$ cat src/rtl/alu_mul_seq.sv
// Shift-and-add 16x16 multiplier (low 16 bits) that borrows the shared ALU for each step.
// Optional MUL_EARLY_EXIT_EN: finish as soon as the remaining multiplier bits are all zero.
module alu_mul_seq #(
    parameter int unsigned WIDTH = 16,
    parameter int unsigned ITER  = 16
) (
    input  logic             clk,
    input  logic             rst_n,
    input  logic             start,
    input  logic [WIDTH-1:0] operand_a,
    input  logic [WIDTH-1:0] operand_b,
    output logic             busy,
    output logic             done,
    output logic [WIDTH-1:0] result,
    output logic             alu_req,
    input  logic             alu_gnt,
    output logic [WIDTH-1:0] alu_a,
    output logic [WIDTH-1:0] alu_b,
    output logic [3:0]       alu_op,
    input  logic [WIDTH-1:0] alu_out
);

    localparam int unsigned CW = $clog2(ITER);

    typedef enum logic [1:0] {IDLE, RUN, DONE} state_t;

    state_t           state, state_nxt;
    logic [WIDTH-1:0] acc, mcand, mplier;
    logic [CW-1:0]    count;

    always_ff @(posedge clk) begin
        if (!rst_n) begin
            state <= IDLE;
        end else begin
            state <= state_nxt;
        end
    end

    always_comb begin
        state_nxt = state;
        case (state)
            IDLE: begin
                if (start) begin
`ifdef MUL_EARLY_EXIT_EN
                    state_nxt = (operand_b == '0) ? DONE : RUN;
`else
                    state_nxt = RUN;
`endif
                end
            end
            RUN: begin
                if (alu_gnt) begin
                    if (count == CW'(ITER - 1)) begin
                        state_nxt = DONE;
                    end
`ifdef MUL_EARLY_EXIT_EN
                    else if ((mplier >> 1) == '0) begin
                        state_nxt = DONE;
                    end
`endif
                end
            end
            DONE:    state_nxt = IDLE;
            default: state_nxt = IDLE;
        endcase
    end

    always_comb begin
        busy    = 1'b0;
        done    = 1'b0;
        alu_req = 1'b0;
        case (state)
            RUN: begin
                busy    = 1'b1;
                alu_req = 1'b1;
            end
            DONE: begin
                busy = 1'b1;
                done = 1'b1;
            end
            default: ;
        endcase
    end

    // result is written on the final step so it is already valid while done is high
    always_ff @(posedge clk) begin
        if (!rst_n) begin
            acc    <= '0;
            mcand  <= '0;
            mplier <= '0;
            count  <= '0;
            result <= '0;
        end else begin
            case (state)
                IDLE: begin
                    if (start) begin
                        mcand  <= operand_a;
                        mplier <= operand_b;
                        acc    <= '0;
                        count  <= '0;
`ifdef MUL_EARLY_EXIT_EN
                        if (operand_b == '0) begin
                            result <= '0;
                        end
`endif
                    end
                end
                RUN: begin
                    if (alu_gnt) begin
                        if (mplier[0]) begin
                            acc <= alu_out;
                        end
                        mcand  <= mcand << 1;
                        mplier <= mplier >> 1;
                        count  <= count + 1'b1;
                        if (state_nxt == DONE) begin
                            result <= mplier[0] ? alu_out : acc;
                        end
                    end
                end
                default: ;
            endcase
        end
    end

    assign alu_a  = acc;
    assign alu_b  = mcand;
    assign alu_op = 4'd0;

endmodule

$ cat config.mk
export PLATFORM = sky130hd
export DESIGN_NAME = alu_mul_seq
export DESIGN_NICKNAME = d
export VERILOG_FILES = /design/src/rtl/alu_mul_seq.sv
export SDC_FILE = /design/constraint.sdc
export NUM_CORES = 1
export LEC_CHECK = 0
export CORE_MARGIN = 4
export CORE_UTILIZATION = 46
export CTS_CLUSTER_SIZE = 28
export DETAILED_ROUTE_END_ITERATION = 8
export PLACE_DENSITY = 0.83
export SETUP_SLACK_MARGIN = 0.4
export SKIP_LAST_GASP = 1
export SLEW_MARGIN = 0
export SYNTH_ARGS = -nofsm -noshare
export SYNTH_HDL_FRONTEND = slang
export SYNTH_SLANG_ARGS = --single-unit
$ cat constraint.sdc
create_clock -name clk -period 2.35 [get_ports clk]
set_input_delay 0.235 -clock clk [delete_from_list [all_inputs] [get_ports clk]]
set_output_delay 0.235 -clock clk [all_outputs]
set_load 0.005 [all_outputs]
---- After elaboration in Yosys (flattened, before gate mapping) ----
Index checks and enable logic that the tools add are counted.
W data, S select, Z words.
storage, ports and cells
  output and inout bits ................... 55
  flip-flop bits (word level) ............. 70
  word-level logic and storage cells ...... 38
  bits of input ports ..................... 52
operators by class
  equality and inequality tests ........... 6
  multiplexer cells ....................... 20
  add/sub/neg operators ................... 1
  reduce and logical (&&, ||, !) cells .... 5
operators by type and width
  kind                   number
  $mux W16               7
  $pmux W16 S2           3
  $mux W4                2
  $pmux W4 S2            1
  $mux W2                3
  $reduce_and A3 Y1      2
  $add A4 B1 Y4 const B  1
  $eq A2 B2 Y1 const B   2
  $eq A4 B4 Y1 const B   1
  $ne A2 B2 Y1 const B   2
  $pmux W2 S2            1
  $mux W1                3
  $eq A2 B1 Y1 const B   1
  $logic_not A2 Y1       1
  $reduce_bool A2 Y1     1
  $reduce_or A2 Y1       1

---- Depth between registers and ports, before layout ----
Gate-level depths: netlist of run 1.
  depth after elaboration ................. 6
  depth in mapped cells ................... 8
  mapped depth without buffers ............ 6

---- Least setup slack after synthesis of run 1 ----
No wires, ideal clock.
  kind .................................... register -> register
  start ................................... register state[1]
  end ..................................... register result[13]
  clock period less this slack ............ 1748 ps
  buffers on the path ..................... 2
  setup time .............................. 118 ps
  arrival ................................. 1630 ps
  data required time ...................... 2232 ps
  setup slack ............................. 602 ps
  stages on the path, launching flop included .. 9
  path through ............................ dfxtp_1 inv_1 ha_1 o21ai_1 and3_1 buf_6 clkbuf_1 nand2_1 o221a_4
between the ends
  longest elaborated chain between the ends .. 5
  elaborated cells on any way between the ends .. 8
  classes of those cells .................. eq/ne: 2; mux: 4; reduce/logical: 2
RTL lines
  what                           RTL line  text
  from (decl)                    27        state_t state, state_nxt;
  from (signal assigned)         35        state <= state_nxt;
  $mux W2                        53        if (count == CW'(ITER - 1)) begin
  $mux W2                        52        if (alu_gnt) begin
  $pmux W2 S2                    41        case (state)
  $eq A2 B2 Y1                   116       if (state_nxt == DONE) begin
  $reduce_and A3 Y1 (no line) *  n/a
  to (signal assigned)           117       result <= mplier[0] ? alu_out : acc;
  to (decl)                      14        output logic [WIDTH-1:0] result,
Every way passes the cells marked *; elsewhere a longest branch is shown, timed or not.
A chain may end at the register's enable or synchronous reset.

---- Worst setup path in the final report of run 1 ----
  start ................................... register state[1]
  end ..................................... output alu_req
between the ends
  longest elaborated chain between the ends .. 2
RTL lines
  what          RTL line  text
  $eq A2 B1 Y1  72        case (state)
  $mux W1       72
  to (decl)     15        output logic alu_req,
No other way between the ends.

==> metrics.yaml, run 1 <==
status:
  outcome: "complete, no violations"
synth:
  ys.flop_type: "dfxtp_1"
  ys_seq_area_share_pct: 42.4
  yosysTopAreaCellShare_pct: 42.4
  ys_ff_latch: 70
  synth_area_um2: 3310
  ys_types: 39
  syn_inst: 322
  synth_edf_count: 0
  yosysTopAreaCell: "dfxtp_1"
  async_reset_ff_share_pct: 0
  synth_area_leaders: "dfxtp_1 42%, mux2i_1 14%, o211a_1 9.1%, nand2_1 5.6%, o221a_1 4.8%"
  ys_warn_count: 0
  syn-mean-instance-area_um2: 10.3
drt:
  wl_per_cell_um: 15.4
  drtIter0Drc: 82
  dr_total_vias: 2738
  drtAntennaViolNets: 0
  drc: 0
  wl_um: 7970
  drt_pass1_iterations: 4
  viasPerCell: 5.30
global_route:
  grt_use_total_pct: 18.1
  gr-total-overflow: 0
  grt_max_degree: 63
  antenna_found_initial: 0
  grt_pass1_wl_um: 12700
  grt_pass1_vias: 2781
floorplan:
  row_count: 30
  start_util_pct: 48.1
  die_x_um: 92.8
  core-area_um2: 6870
  die-area_um2: 8610
  die_y_um: 92.8
  io_pins: 107
place:
  gp_congestion: 0.717
  place_ws_ns: 0.316
  numPlacedInstances: 500
  port_buffers: 102
  placed_cell_area_um2: 4350
  dp_hpwl_um: 5550
timing:
  final.min_clock_period_ns: 1.92
  final.setup.worst_slack_ns: 0.429
  tightestPinTransition_ns: 0.681
  setup_viol: 0
  fmax_mhz: 521
  hold_viol_final: 0
  finClkSkew_ns: 0.00859
  slew-limit-headroom_pct: 54.6
  rsz0062_at_grt: "true"
  drv_slew: 0
  finalCritPeriodShare_pct: 81.7
  fin_setup_tns_ns: 0
cts:
  clock_path_buffers: 2
  htreeDepth: 3
  clock_latency_ns: 0.33
  cts_num_sinks: 70
  cts_root_buffer: "clkbuf_8"
  tritoncts: "yes"
  cts_buffers: 9
  hold_buffers: 0
  clk_pin_slew_worst_paths_ns: 0.07
final_layout:
  nets: 473
  num_antenna_cells: 0
  mostFrequentLayoutCell: "clkdlybuf4s50_1"
  fill_cells: 589
  layout_common_cells: "101 x clkdlybuf4s50_1, 70 x dfxtp_1, 49 x nand2_1"
  stdcell_count: 517
  drive_above_1_share_pct: 9.03
  syn_to_final_growth_pct: 38.6
  final_cell_area_um2: 4580
worst_setup_path:
  critPathLaunchType: "flop"
  ff2ff_setup_slack_ns: 0.52
  crit_type: "flop to primary output"
  cp_data_required_time_ns: 2.12
  cpMaxStageDelayCell: "clkdlybuf4s50_1"
  r2r_end: "alu_b[13]"
  crit_chain: "inv_1, ha_4, buf_12, clkdlybuf4s50_1"
  crit_arrival_ns: 1.69
  r2r-start: "state[1]"
  crit_fanout: 13
  end_kind: "primary output"
  critical_path.max_stage_delay_ns: 0.51
  rr_worst_depth: 6
power_and_ir_drop:
  p_int_mw: 1.91
  power_frac_comb_pct: 19.8
  clock_power_share_pct: 30.4
  p_switching_mw: 0.701
  power_leakage_nw: 1.91
  seqPwrFrac_pct: 49.8
  peakVddDrop_uv: 393
  switching_share_pct: 26.8
  power_density_nw_per_um2: 571
flow_run:
  drv_cap: 0
hold_path:
  holdCritPathClass: "primary input to flop"
  hold_start: "rst_n"
  min_to: "alu_b[14]"
  whs_path_depth: 2
==> logic make-up after synthesis <==
logic type                 synth area share, %
AOI/OAI and AO/OA                         22.9
DFF                                       42.4
buffers and inverters                     6.36
xor gates and xnor gates                 0.265
other                                    0.113
and+or+nand+nor                           12.1
muxes                                     14.3
adders and majority gates                 1.51
==> area by class of cell <==
class                      count  area [um^2]  area share [%]
timing repair buffer         113         1160            25.3
tap                           96          120            2.62
clock buffer                  10          128            2.79
clock inverter                 5         27.5           0.601
multi-input combinational    219         1730            37.8
inverter                       4         15.0           0.328
sequential                    70         1400            30.6
==> metal layers <==
metal | routed length [um] | part of all wire [%] | global-route usage [%]
met3 | 561 | 7.0 | 6.42
met1 | 3490 | 44 | 21.8
met4 | 37 | 0.46 | 5.74
met5 | 0 | 0 | 0
met2 | 3880 | 49 | 30.3
==> per-stage QoR <==
stage          hold WS [ns]  util [%]  power [mW]
6_report              0.470      66.7        2.61
4_1_cts               0.448      65.7        2.62
3_3_place_gp          0.461      63.3        1.81
2_1_floorplan         0.406         -        1.61
3_5_place_dp          0.467      63.3        1.83
5_1_grt               0.474      66.7        2.75
==> worst max-delay path: cells and delay by family (launching register included) <==
| family | cells | cell delay, ns |
|---|---|---|
| adder cells (fa/ha/maj) | 1 | 0.20 |
| buffers and inverters | 3 | 0.81 |
| flip-flops | 1 | 0.35 |
==> cells in the mapped netlist (4+ instances only) <==
library cell / n
a22oi_1: 18
buf_2: 12
buf_4: 7
clkbuf_1: 8
dfxtp_1: 70
ha_1: 4
mux2i_1: 46
nand2_1: 49
nor2_1: 5
nor2b_1: 19
o211a_1: 30
o221a_1: 14
==> registers in the layout, indices dropped and copies added, names as in the netlist <==
register,count
alu_a,16
alu_b,16
mplier,16
result,16
count,4
state,2
==> power by group through the flow <==
| stage | clock [mW] | combinational (mW) | sequential (mW) |
|---|---|---|---|
| 3_3_place_gp | 0 | 0.489 | 1.32 |
| 5_1_grt | 0.869 | 0.566 | 1.31 |
| 4_1_cts | 0.813 | 0.507 | 1.30 |
| 2_1_floorplan | 0 | 0.298 | 1.31 |
| 3_5_place_dp | 0 | 0.501 | 1.33 |
| 6_report | 0.794 | 0.518 | 1.30 |
==> what timing repair did <==
action / CTS / global route
gates cloned: 0 / 1
buffers inserted: 0 / 1
endpoints found under the setup margin: 33 / 28
gates resized for setup: 3 / 4
endpoints found under the hold margin: 0 / 0
==> worst max path at each step <==
| stage | from | cells after the start | endpoint | slack, ns |
|---|---|---|---|---|
| 2_1_floorplan | state[1] | 8 | result[13] | 0.60 |
| 3_3_place_gp | state[1] | 6 | alu_a[6] | 0.41 |
| 3_5_place_dp | state[1] | 6 | result[6] | 0.32 |
| 4_1_cts | state[1] | 4 | alu_req | 0.30 |
| 5_1_grt | state[1] | 4 | alu_req | 0.36 |
| 6_report | state[1] | 4 | alu_req | 0.43 |
(Power assumes the default switching activity.)
==> run 2: changes to the inputs <==
==> constraint.sdc (replaced) <==
create_clock -name clk -period 1.82 [get_ports clk]
set_input_delay 0.182 -clock clk [delete_from_list [all_inputs] [get_ports clk]]
set_output_delay 0.182 -clock clk [all_outputs]
set_load 0.005 [all_outputs]
==> run 2 against run 1 <==
  * Via count grew 7.2%
  * Critical path depth up 3
  * Sequential power grew 29%
  * Clock skew hardly changed
  * Worst hold slack got worse by 0.13 ns
  * Largest cell class unchanged
==> metrics.yaml, run 2 (same netlist as run 1, synthesis figures left out) <==
power_and_ir_drop:
  peakVddDrop_uv: 439  # was 393 uV
  power_density_nw_per_um2: 750  # was 571 nW/um^2
  power_leakage_nw: 2.35  # was 1.91 nW
timing:
  whs_ns: 0.342  # was 0.470 ns
  finalCritPeriodShare_pct: 90.6
  setup_viol: 0  # unchanged
  drv_slew: 0  # unchanged
  finClkSkew_ns: 0.00861  # was 0.00859 ns
  fmax_mhz: 606
  final.min_clock_period_ns: 1.65
  rsz0062_at_grt: "true"  # unchanged
  hold_viol_final: 0  # unchanged
floorplan:
  die-area_um2: 8610  # unchanged
  core-area_um2: 6870  # unchanged
  start_util_pct: 48.1  # unchanged
  io_pins: 107  # unchanged
  die_x_um: 92.8  # unchanged
  die_y_um: 92.8  # unchanged
  row_count: 30  # unchanged
drt:
  wl_per_cell_um: 17.3  # was 15.4 um
  drtAntennaViolNets: 0  # unchanged
  dr_total_vias: 2936  # was 2,738
  viasPerCell: 5.43  # was 5.30
  drtIter0Drc: 89  # was 82
  wl_um: 9340  # was 7970 um
  drt_pass1_iterations: 4  # unchanged
  drc: 0  # unchanged
worst_setup_path:
  critPathLaunchType: "flop"  # unchanged
  crit_type: "flop to flop"  # was flop to primary output
  cp_data_required_time_ns: 2.05  # was 2.12 ns
  setup.worst_path.start: "state[0]"  # was state[1]
  critical_path.max_stage_delay_ns: 0.39  # was 0.51 ns
  end_kind: "flop"  # was primary output
  crit_arrival_ns: 1.88  # was 1.69 ns
  cpMaxStageDelayCell: "dfxtp_4"  # was clkdlybuf4s50_1
  path_buf_inv: 2  # was 3
  crit_fanout: 16  # was 13
  crit_chain: "inv_6, ha_4, and2b_4, o211ai_4, a21boi_4, buf_12, o221a_1"  # was inv_1, ha_4, buf_12, clkdlybuf4s50_1
  r2r-start: "state[0]"  # was state[1]
  cp_top_family: "compound AO/OA/AOI/OAI gates"  # was buffers and inverters
cts:
  cts_root_buffer: "clkbuf_8"  # unchanged
  clk_pin_slew_worst_paths_ns: 0.07  # about the same
  clock_latency_ns: 0.35  # was 0.33 ns
  hold_buffers: 0  # unchanged
  cts_num_sinks: 70  # unchanged
  htreeDepth: 3  # unchanged
  cts_buffers: 9  # unchanged
  tritoncts: "yes"  # unchanged
  clock_path_buffers: 2  # unchanged
global_route:
  grt_pass1_vias: 2935  # was 2,781
  gr-total-overflow: 0  # unchanged
  antenna_found_initial: 0  # unchanged
  grt_use_total_pct: 20.8  # was 18.1%
  grt_max_degree: 43  # was 63
  grt_pass1_wl_um: 14400  # was 12,700 um
final_layout:
  drive_above_1_share_pct: 27.6  # was 9.03%
  ff_latch_area_um2: 1450  # was 1400 um^2
  num_antenna_cells: 0  # unchanged
  mostFrequentLayoutCell: "clkdlybuf4s50_1"  # unchanged
  multi_input_comb_area_um2: 1870  # was 1730 um^2
  layout_common_cells: "82 x clkdlybuf4s50_1, 49 x nand2_1, 46 x mux2i_1"  # was 101 x clkdlybuf4s50_1, 70 x dfxtp_1, 49 x nand2_1
  nets: 496  # was 473
  syn_to_final_growth_pct: 57.5  # was 38.6%
  final_cell_area_um2: 5210  # was 4580 um^2
  fill_cells: 468  # was 589
place:
  port_buffers: 102  # unchanged
  gp_congestion: 0.826  # was 0.717
  dp_hpwl_um: 5530  # was 5550 um
  placed_cell_area_um2: 4460  # was 4350 um^2
hold_path:
  hold_start: "rst_n"  # unchanged
  holdCritPathClass: "primary input to flop"  # unchanged
flow_run:
  drv_cap: 0  # unchanged
status:
  outcome: "complete, no violations"  # unchanged
-- run 2: changes by cell type in the layout (fill, tap and decap cells not counted), sizes merged --
cell | before | now
clkbuf | 11 | 15
dlymetal6s2s | 0 | 10
buf | 11 | 34
clkinv | 4 | 2
clkdlybuf4s50 | 101 | 82
bufinv | 0 | 1
dlygate4sd2 | 0 | 6
clkinvlp | 1 | 2
-- run 2: worst min-delay path, stage by stage --
cell and delay (ns):
buf_2 0.11, buf_4 0.22, o211a_1 0.14
-- run 2: metal layers --
metal,up-vias,GRT usage (%),share of wire (%)
li1,1403,-,-
met1,1431,25.1,42
met2,92,35.9,50
met3,10,5.28,6.1
met4,0,6.47,1.0
met5,-,0,0
-- run 2: final timing paths --
| kind | end | slack (ns) | cells after the start |
|---|---|---|---|
| hold reg to reg | count[1] | 0.48 | 2 |
| setup reg to reg | result[0] | 0.17 | 7 |
| setup / recovery | result[0] | 0.17 | 7 |
| hold / removal | alu_b[4] | 0.34 | 3 |
-- run 2: area by class of cell --
class,instances,area share [%]
inverter,4,0.433
tap,96,2.31
clock inverter,5,1.06
sequential,70,27.8
timing repair buffer,136,29.3
clock buffer,11,3.12
multi-input combinational,219,36.0
-- run 2: power by group --
group	total [mW]	leakage, nW	internal (mW)	switching [mW]
clock network	1.36	0.106	0.749	0.616
registers	1.68	0.586	1.62	0.0596
logic	0.863	1.65	0.498	0.365
total	3.91	2.35	2.87	1.04
-- run 2: per-stage QoR --
step | setup TNS, ns | power [mW] | util (%) | std cells | setup WS, ns
final | 0 | 3.91 | 75.8 | 541 | 0.171
after CTS | 0 | 3.84 | 73.1 | 535 | 0.213
after global routing | 0 | 4.06 | 75.8 | 541 | 0.124
after detailed placement | -0.0198 | 2.39 | 64.9 | 503 | -0.0146
after floorplan | 0 | 2.10 | - | 325 | 0.225
after global placement | 0 | 2.38 | 64.9 | 503 | 0.0688
-- run 2: repair_timing --
| action | CTS | global route |
|---|---|---|
| endpoints found under the setup margin | 86 | 98 |
| gates resized for setup | 54 | 46 |
| cloned | 4 | 2 |
| buffers inserted | 12 | 4 |
| pin swaps | 1 | 24 |
